**config.mk**
```make
export PLATFORM = sky130hd
export DESIGN_NAME = spi_ram_master
export DESIGN_NICKNAME = d
export VERILOG_FILES = /design/src/rtl/spi_ram_master.sv
export SDC_FILE = /design/constraint.sdc
export NUM_CORES = 1
export LEC_CHECK = 0
export ABC_CLOCK_PERIOD_IN_PS = 2700
export CORE_MARGIN = 5
export CORE_UTILIZATION = 50
export DETAILED_ROUTE_END_ITERATION = 10
export DONT_BUFFER_PORTS = 1
export PLACE_DENSITY = 0.71
export SYNTH_ARGS = -nofsm -noshare
export SYNTH_HDL_FRONTEND = slang
export SYNTH_SLANG_ARGS = --single-unit
export TNS_END_PERCENT = 10
```
**constraint.sdc**
```tcl
create_clock -name clk -period 2.7 [get_ports clk]
set_input_delay 0.405 -clock clk [delete_from_list [all_inputs] [get_ports clk]]
set_output_delay 0.405 -clock clk [all_outputs]
set_load 0.02 [all_outputs]
```
**src/rtl/spi_ram_master.sv**
```systemverilog
// spi_ram_master
//   Host-side SPI master that turns one host request into a complete RAM
//   transaction on the SPI bus. Every request becomes two frames. The address
//   frame goes first and the data frame follows it. A read-data frame is
//   extended by an optional wait and then an 8-bit receive phase on MISO. Each
//   frame, including the last one, is followed by GAP_CYC cycles with SS_n
//   high.
//
//   Parameters
//     GAP_CYC   cycles SS_n is held high after every frame (>= 1)
//     MISO_DLY  idle cycles between the last MOSI bit of a read-data frame
//               and the first MISO data bit (>= 0)
//
//   Ports
//     clk, rst_n   clock (posedge), asynchronous active-low reset
//     req_valid    host request valid
//     req_ready    idle, a request presented now is accepted
//     req_rw       0 = write, 1 = read
//     req_addr     RAM address
//     req_wdata    write byte (ignored for reads)
//     rsp_valid    one-cycle pulse when a request completes
//     rsp_rdata    last byte read; only reads update it
//     busy         !req_ready
//     SS_n, MOSI   slave select (active low) and serial data out
//     MISO         serial data in

module spi_ram_master #(
    parameter int unsigned GAP_CYC  = 1,
    parameter int unsigned MISO_DLY = 1
) (
    input  logic       clk,
    input  logic       rst_n,
    input  logic       req_valid,
    output logic       req_ready,
    input  logic       req_rw,
    input  logic [7:0] req_addr,
    input  logic [7:0] req_wdata,
    output logic       rsp_valid,
    output logic [7:0] rsp_rdata,
    output logic       busy,
    output logic       SS_n,
    output logic       MOSI,
    input  logic       MISO
);

    localparam int unsigned GapW  = (GAP_CYC > 1) ? $clog2(GAP_CYC) : 1;
    localparam int unsigned WaitW = (MISO_DLY > 1) ? $clog2(MISO_DLY) : 1;
    localparam logic [GapW-1:0]  GapLast  = GapW'(GAP_CYC - 1);
    // Never compared when MISO_DLY is 0: RD_WAIT is skipped entirely then.
    localparam logic [WaitW-1:0] WaitLast = WaitW'(MISO_DLY - 1);

    typedef enum logic [2:0] {
        StIdle,
        StFrame,
        StGap,
        StRdWait,
        StRdRecv
    } state_e;

    state_e            state_q, state_d;
    logic [3:0]        bit_cnt_q;     // frame bit F0..F10
    logic [2:0]        rx_cnt_q;      // receive bit 0..7
    logic [WaitW-1:0]  wait_cnt_q;
    logic [GapW-1:0]   gap_cnt_q;
    logic              data_phase_q;  // 0: address frame, 1: data frame
    logic              rw_q;
    logic [7:0]        addr_q;
    logic [7:0]        wdata_q;
    logic [6:0]        rx_shift_q;
    logic [7:0]        rdata_q;

    logic [7:0]        frame_byte;
    logic [10:0]       frame_word;

    // Read-data frames carry no payload, so the byte field is sent as zero.
    assign frame_byte = data_phase_q ? (rw_q ? 8'h00 : wdata_q) : addr_q;
    // Bit 10 is the F0 mode bit (c[1]), bits 9..0 are {code, byte} MSB first.
    assign frame_word = {rw_q, rw_q, data_phase_q, frame_byte};

    // State register
    always_ff @(posedge clk or negedge rst_n) begin
        if (!rst_n) begin
            state_q <= StIdle;
        end else begin
            state_q <= state_d;
        end
    end

    // Next-state logic
    always_comb begin
        state_d = state_q;
        unique case (state_q)
            StIdle: begin
                if (req_valid) state_d = StFrame;
            end
            StFrame: begin
                if (bit_cnt_q == 4'd10) begin
                    if (data_phase_q && rw_q) begin
                        state_d = (MISO_DLY == 0) ? StRdRecv : StRdWait;
                    end else begin
                        state_d = StGap;
                    end
                end
            end
            StRdWait: begin
                if (wait_cnt_q == WaitLast) state_d = StRdRecv;
            end
            StRdRecv: begin
                if (rx_cnt_q == 3'd7) state_d = StGap;
            end
            StGap: begin
                if (gap_cnt_q == GapLast) state_d = data_phase_q ? StIdle : StFrame;
            end
            default: state_d = StIdle;
        endcase
    end

    // Counters, request capture and receive shifter
    always_ff @(posedge clk or negedge rst_n) begin
        if (!rst_n) begin
            bit_cnt_q    <= 4'd0;
            rx_cnt_q     <= 3'd0;
            wait_cnt_q   <= '0;
            gap_cnt_q    <= '0;
            data_phase_q <= 1'b0;
            rw_q         <= 1'b0;
            addr_q       <= 8'h00;
            wdata_q      <= 8'h00;
            rx_shift_q   <= 7'h00;
            rdata_q      <= 8'h00;
        end else begin
            // Each counter runs only in its own state and is zero on entry.
            bit_cnt_q  <= (state_q == StFrame && bit_cnt_q != 4'd10) ?
                          bit_cnt_q + 4'd1 : 4'd0;
            gap_cnt_q  <= (state_q == StGap && gap_cnt_q != GapLast) ?
                          gap_cnt_q + GapW'(1) : '0;
            wait_cnt_q <= (state_q == StRdWait && wait_cnt_q != WaitLast) ?
                          wait_cnt_q + WaitW'(1) : '0;
            rx_cnt_q   <= (state_q == StRdRecv) ? rx_cnt_q + 3'd1 : 3'd0;

            if (state_q == StIdle && req_valid) begin
                rw_q         <= req_rw;
                addr_q       <= req_addr;
                wdata_q      <= req_wdata;
                data_phase_q <= 1'b0;
            end else if (state_q == StGap && state_d == StFrame) begin
                data_phase_q <= 1'b1;
            end

            if (state_q == StRdRecv) begin
                rx_shift_q <= {rx_shift_q[5:0], MISO};
                if (rx_cnt_q == 3'd7) rdata_q <= {rx_shift_q, MISO};
            end
        end
    end

    // Outputs, decoded from registered state only
    always_comb begin
        SS_n      = 1'b1;
        MOSI      = 1'b0;
        req_ready = 1'b0;
        rsp_valid = 1'b0;
        unique case (state_q)
            StIdle: req_ready = 1'b1;
            StFrame: begin
                SS_n = 1'b0;
                MOSI = frame_word[4'd10 - bit_cnt_q];
            end
            StRdWait, StRdRecv: SS_n = 1'b0;
            // Completion pulse: first cycle of the gap after the data frame.
            StGap: rsp_valid = data_phase_q && (gap_cnt_q == '0);
            default: ;
        endcase
    end

    assign busy      = ~req_ready;
    assign rsp_rdata = rdata_q;

endmodule

```
Word level (Yosys, flattened, before mapping)
Cells that the tools add are included.
- register bits: 45
- output and inout bits: 13
- add/subtract/negate cells: 5
- order comparisons: 1
- eq/ne operators: 8
- mux-type cells: 22
- bitwise logic cells: 2
- reduce and logical (&&, ||, !) cells: 11
- operator list (cell ; count):
    two-way mux 3 bit ; 6
    two-way mux 8 bit ; 2
    one-hot mux 3 bit (5 select lines) ; 1
    two-way mux 1 bit ; 11
    logical AND 1 bit ; 7
    == test 3 x 1 -> 1 bit, second input constant ; 2
    == test 3 x 2 -> 1 bit, second input constant ; 2
    == test 3 bit, second input constant ; 2
    less-than comparator 4 x 5 -> 1 bit, second input constant ; 1
    adder 4 x 1 -> 4 bit, second input constant ; 1
    binary-select mux 1 bit (select 4 bit) ; 1
    == test 4 bit, second input constant ; 1
    two-way mux 4 bit ; 1
    != test 4 bit, second input constant ; 1
    subtractor 4 bit, first input constant ; 1
    adder 3 x 1 -> 3 bit, second input constant ; 1
    logical NOT 3 bit ; 1
    OR reduction 3 bit ; 1
    adder 1 bit, second input constant ; 2
    inverter 1 bit ; 2
    AND reduction 2 bit ; 1
    nonzero test 2 bit ; 1

Depth between registers and ports, before layout
Gate-level depths: netlist (run 1).
- word-level depth: 8
- gate-level depth with buffers: 7
- depth with buffers taken out: 6

Worst setup path after synthesis (run 1)
Ideal clock, no wire load.
- kind: register -> output
- start: register bit_cnt_q[0]
- end: output MOSI
- arrival time: 2.006 ns
- setup slack: 0.289 ns
- cell stages (with the launch flop): 8
- buffers on the path: 1
- path through: dfrtp_1 > inv_1 > ha_1 > clkbuf_2 > mux2_2 > o31a_1 > a32oi_1 > a2111oi_2
- word-level cells in the longest chain between the ends: 4
- RTL lines (item ; RTL line ; text):
    start, declared ; 61 ; logic [3:0] bit_cnt_q;
    start signal, assigned ; 133 ; bit_cnt_q <= (state_q == StFrame && bit_cnt_q != 4'd10) ?
    subtractor 4 bit ; 167 ; MOSI = frame_word[4'd10 - bit_cnt_q];
    binary-select mux 1 bit (select 4 bit) ; 167 ;
    two-way mux 1 bit (not written as such) ; 167 ;
    two-way mux 1 bit ; 163 ; unique case (state_q)
    end, declared ; 42 ; output logic MOSI,
Every way passes these cells. The select of a mux whose other input is x is not followed.

Final worst setup path (run 1)
Same ends and word-level chain as after synthesis.

==> metrics.txt, run 1 <==
CTS tree built; Fillers between 300 and 400; Non-Filler Instances 220; YS warnings 0; # clock sinks 45; Power Total roughly 0.0024 W; Pwr Density 1050 nW/µm²; Area Overhead vs Synth 8.14%; root buffer cell clkbuf_8; Sw Pwr roughly 0.00085 W; Worst R2R Setup Slack approximately 670 ps; IO Port Bufs 0; Pint roughly 0.0016 W; Fin. Hold Viols 0; Logic pwr share about two fifths; worst reg2reg path endpoint wdata_q[4]; clk slew on worst S/H paths around 90 ps; outcome finished, final reports clean; Multi-input gate area about 970 µm²; Synth Cell Area roughly 2200 µm²; Routed Antenna Nets 0; RSZ-0062 raised after global routing false; largest net degree at the start of global routing 46; CP Capture Type output pin; nets around 190; Lkg Pwr between 1 and 1.5 nW; WS Path Type reg -> out; Final Slew Violations 0; DIE WIDTH 75.6 µm; CTS HTree Levels 2; slew margin rel. 66.2%; RePlAce Congestion approximately 0.8; die area 5710 µm²; Cells after DPL approximately 210; Sequential Power Share ~42%; most common cell after layout, fill and taps aside dfrtp_1; initial DRC count 60; total of max-cap violations 0; Setup Skew 7.84 ps; largest fanout on the critical path 8; Slew @ Worst Pin 508 ps; WL/cell between 15 and 20 µm; Hold Path Class in -> reg; clock power share between 10% and 20%; VDD IR max about 760 µV; Syn Inst Count approximately 160; grt ovf 0; storage element area 1130 µm²; final setup vio count 0; Starting Density a little over half; prevailing post-synth register cell dfrtp_1; sequential fraction of the synthesis area a little over half; Distinct cells, synth 48; Final Hold Slack about 250 ps; TNS Setup 0 ps; mean post-synth cell area around 13 µm²; routed wire length 3870 µm; critical path launch point type flip-flop; Die Ht roughly 76 µm; share of synthesized registers carrying an async set or reset 100%; CP arrival about 2200 ps; setup ws final approximately 100 ps; vias in the first global route between 1,000 and 1,500; Post-synth EDFFs 0; gr usage total ~15%; post-detail-place hpwl about 2700 µm; reg2reg path depth 4; minimum clock period between 2000 and 3000 ps; worst-skew pair later-pin latency about 300 ps; hold path endpoint addr_q[5]; routed vias around 1,300; HP Start req_addr[5]; antenna violations before repair 0; share of layout cells above drive strength 1 between 30% and 40%; DRC violations left 0; Tcrit/Tclk final 96.3%; diode count 0; clock tree buffer depth 2; Required @ worst endpoint roughly 2300 ps; #FFs+latches synth between 40 and 50; Core Region about 4000 µm²; fmax between 300 and 400 MHz; drt pass-1 iters 4; routed vias/inst between 5 and 6; hold path depth 1; I/O pins 34; CP startpoint bit_cnt_q[0]; sw frac a little over a third; CTS buffer count 5; dpl ws approximately 130 ps; most frequent cells in the layout dfrtp_1 (43), mux2_2 (20), nor2_1 (10), mux2_4 (10); row count 23; reg-to-reg startpoint state_q[1]; first-pass GRT wire length approximately 6300 µm
metal layers:
layer	up-vias	global-route usage, %	wire length, µm
met5	-	0	0
met4	0	7.77	92
met3	9	4.88	251
met2	39	23.8	1870
met1	613	18.1	1660
li1	589	-	-
power by group through the flow:
stage / registers, W / clock network (W) / logic [W]
6_report: 0.00103 / 0.000402 / 0.00101
4_1_cts: 0.00103 / 0.000411 / 0.000931
3_3_place_gp: 0.00103 / 0 / 0.000812
3_5_place_dp: 0.00104 / 0 / 0.000848
2_1_floorplan: 0.000960 / 0 / 0.000770
5_1_grt: 0.00106 / 0.000435 / 0.00108
Yosys cell counts, types with 4 or more instances:
| cell | n | area [µm²] |
|---|---|---|
| dfrtp_1 | 45 | 1130 |
| mux2_2 | 20 | 225 |
| mux2_4 | 10 | 150 |
| nor2_1 | 10 | 37.5 |
| mux2i_1 | 5 | 50.1 |
| nand2_1 | 5 | 18.8 |
| ha_1 | 4 | 50.1 |
| mux2_1 | 4 | 45.0 |
| nand3_1 | 4 | 20.0 |
how the worst max path moves through the flow:
| stage | cells after the start | endpoint |
|---|---|---|
| final | 7 | MOSI |
| after detailed placement | 7 | MOSI |
| after floorplan | 7 | MOSI |
| after global placement | 7 | MOSI |
| after global routing | 6 | MOSI |
| after CTS | 7 | MOSI |
through the flow:
step	util, %	area (µm²)
final	56.9	2330
after global routing	56.9	2330
after CTS	56.2	2290
after detailed placement	52.7	2150
after global placement	52.7	2150
after floorplan	-	2150
cell type report:
class / count / share of cell area (%)
inverters: 4 / 0.646
flip-flops and latches: 45 / 48.5
clock buffers: 5 / 2.96
well taps: 50 / 2.69
multi-input cells: 107 / 41.9
clock inverters: 3 / 0.753
repair buffers: 6 / 2.58
critical path, stage by stage (launching register included):
cell	delay, ps
dfrtp_2	410
inv_2	70
ha_4	320
mux2_2	340
o31a_1	240
a32oi_2	230
a2111oi_2	90
buf_4	180
state kept, by name (all words and copies together) (netlist names):
signal,count
addr_q,8
bit_cnt_q,4
data_phase_q,1
gap_cnt_q,1
rsp_rdata,8
rw_q,1
rx_cnt_q,3
rx_shift_q,7
state_q,3
wait_cnt_q,1
wdata_q,8
kinds of logic after synthesis:
| group | Yosys count | share of synthesized area, % |
|---|---|---|
| buf+inv | 12 | 4.42 |
| other cells | 1 | 0.174 |
| fa+ha+maj | 4 | 2.33 |
| mux | 40 | 22.9 |
| compound gates | 19 | 6.11 |
| xor+xnor | 3 | 1.22 |
| simple gates | 39 | 10.5 |
| flops | 45 | 52.4 |
what timing repair did:
item                                    4_1_cts  5_1_grt
resized for setup                             4        5
buffers inserted                              1        1
pin swaps                                     1        1
endpoints found under the hold margin        45        0
hold buffers                                  2        0
endpoints found under the setup margin        1        1
Power figures use the tool's default switching activity.
==> run 2, diff against run 1 <==
--- a/config.mk
+++ b/config.mk
@@ -14,4 +14,4 @@
 export SYNTH_ARGS = -nofsm -noshare
 export SYNTH_HDL_FRONTEND = slang
 export SYNTH_SLANG_ARGS = --single-unit
-export TNS_END_PERCENT = 10
+export TNS_END_PERCENT = 100
==> results of run 2 <==
No change in the layout: final DEF, timing and power equal those of run 1.
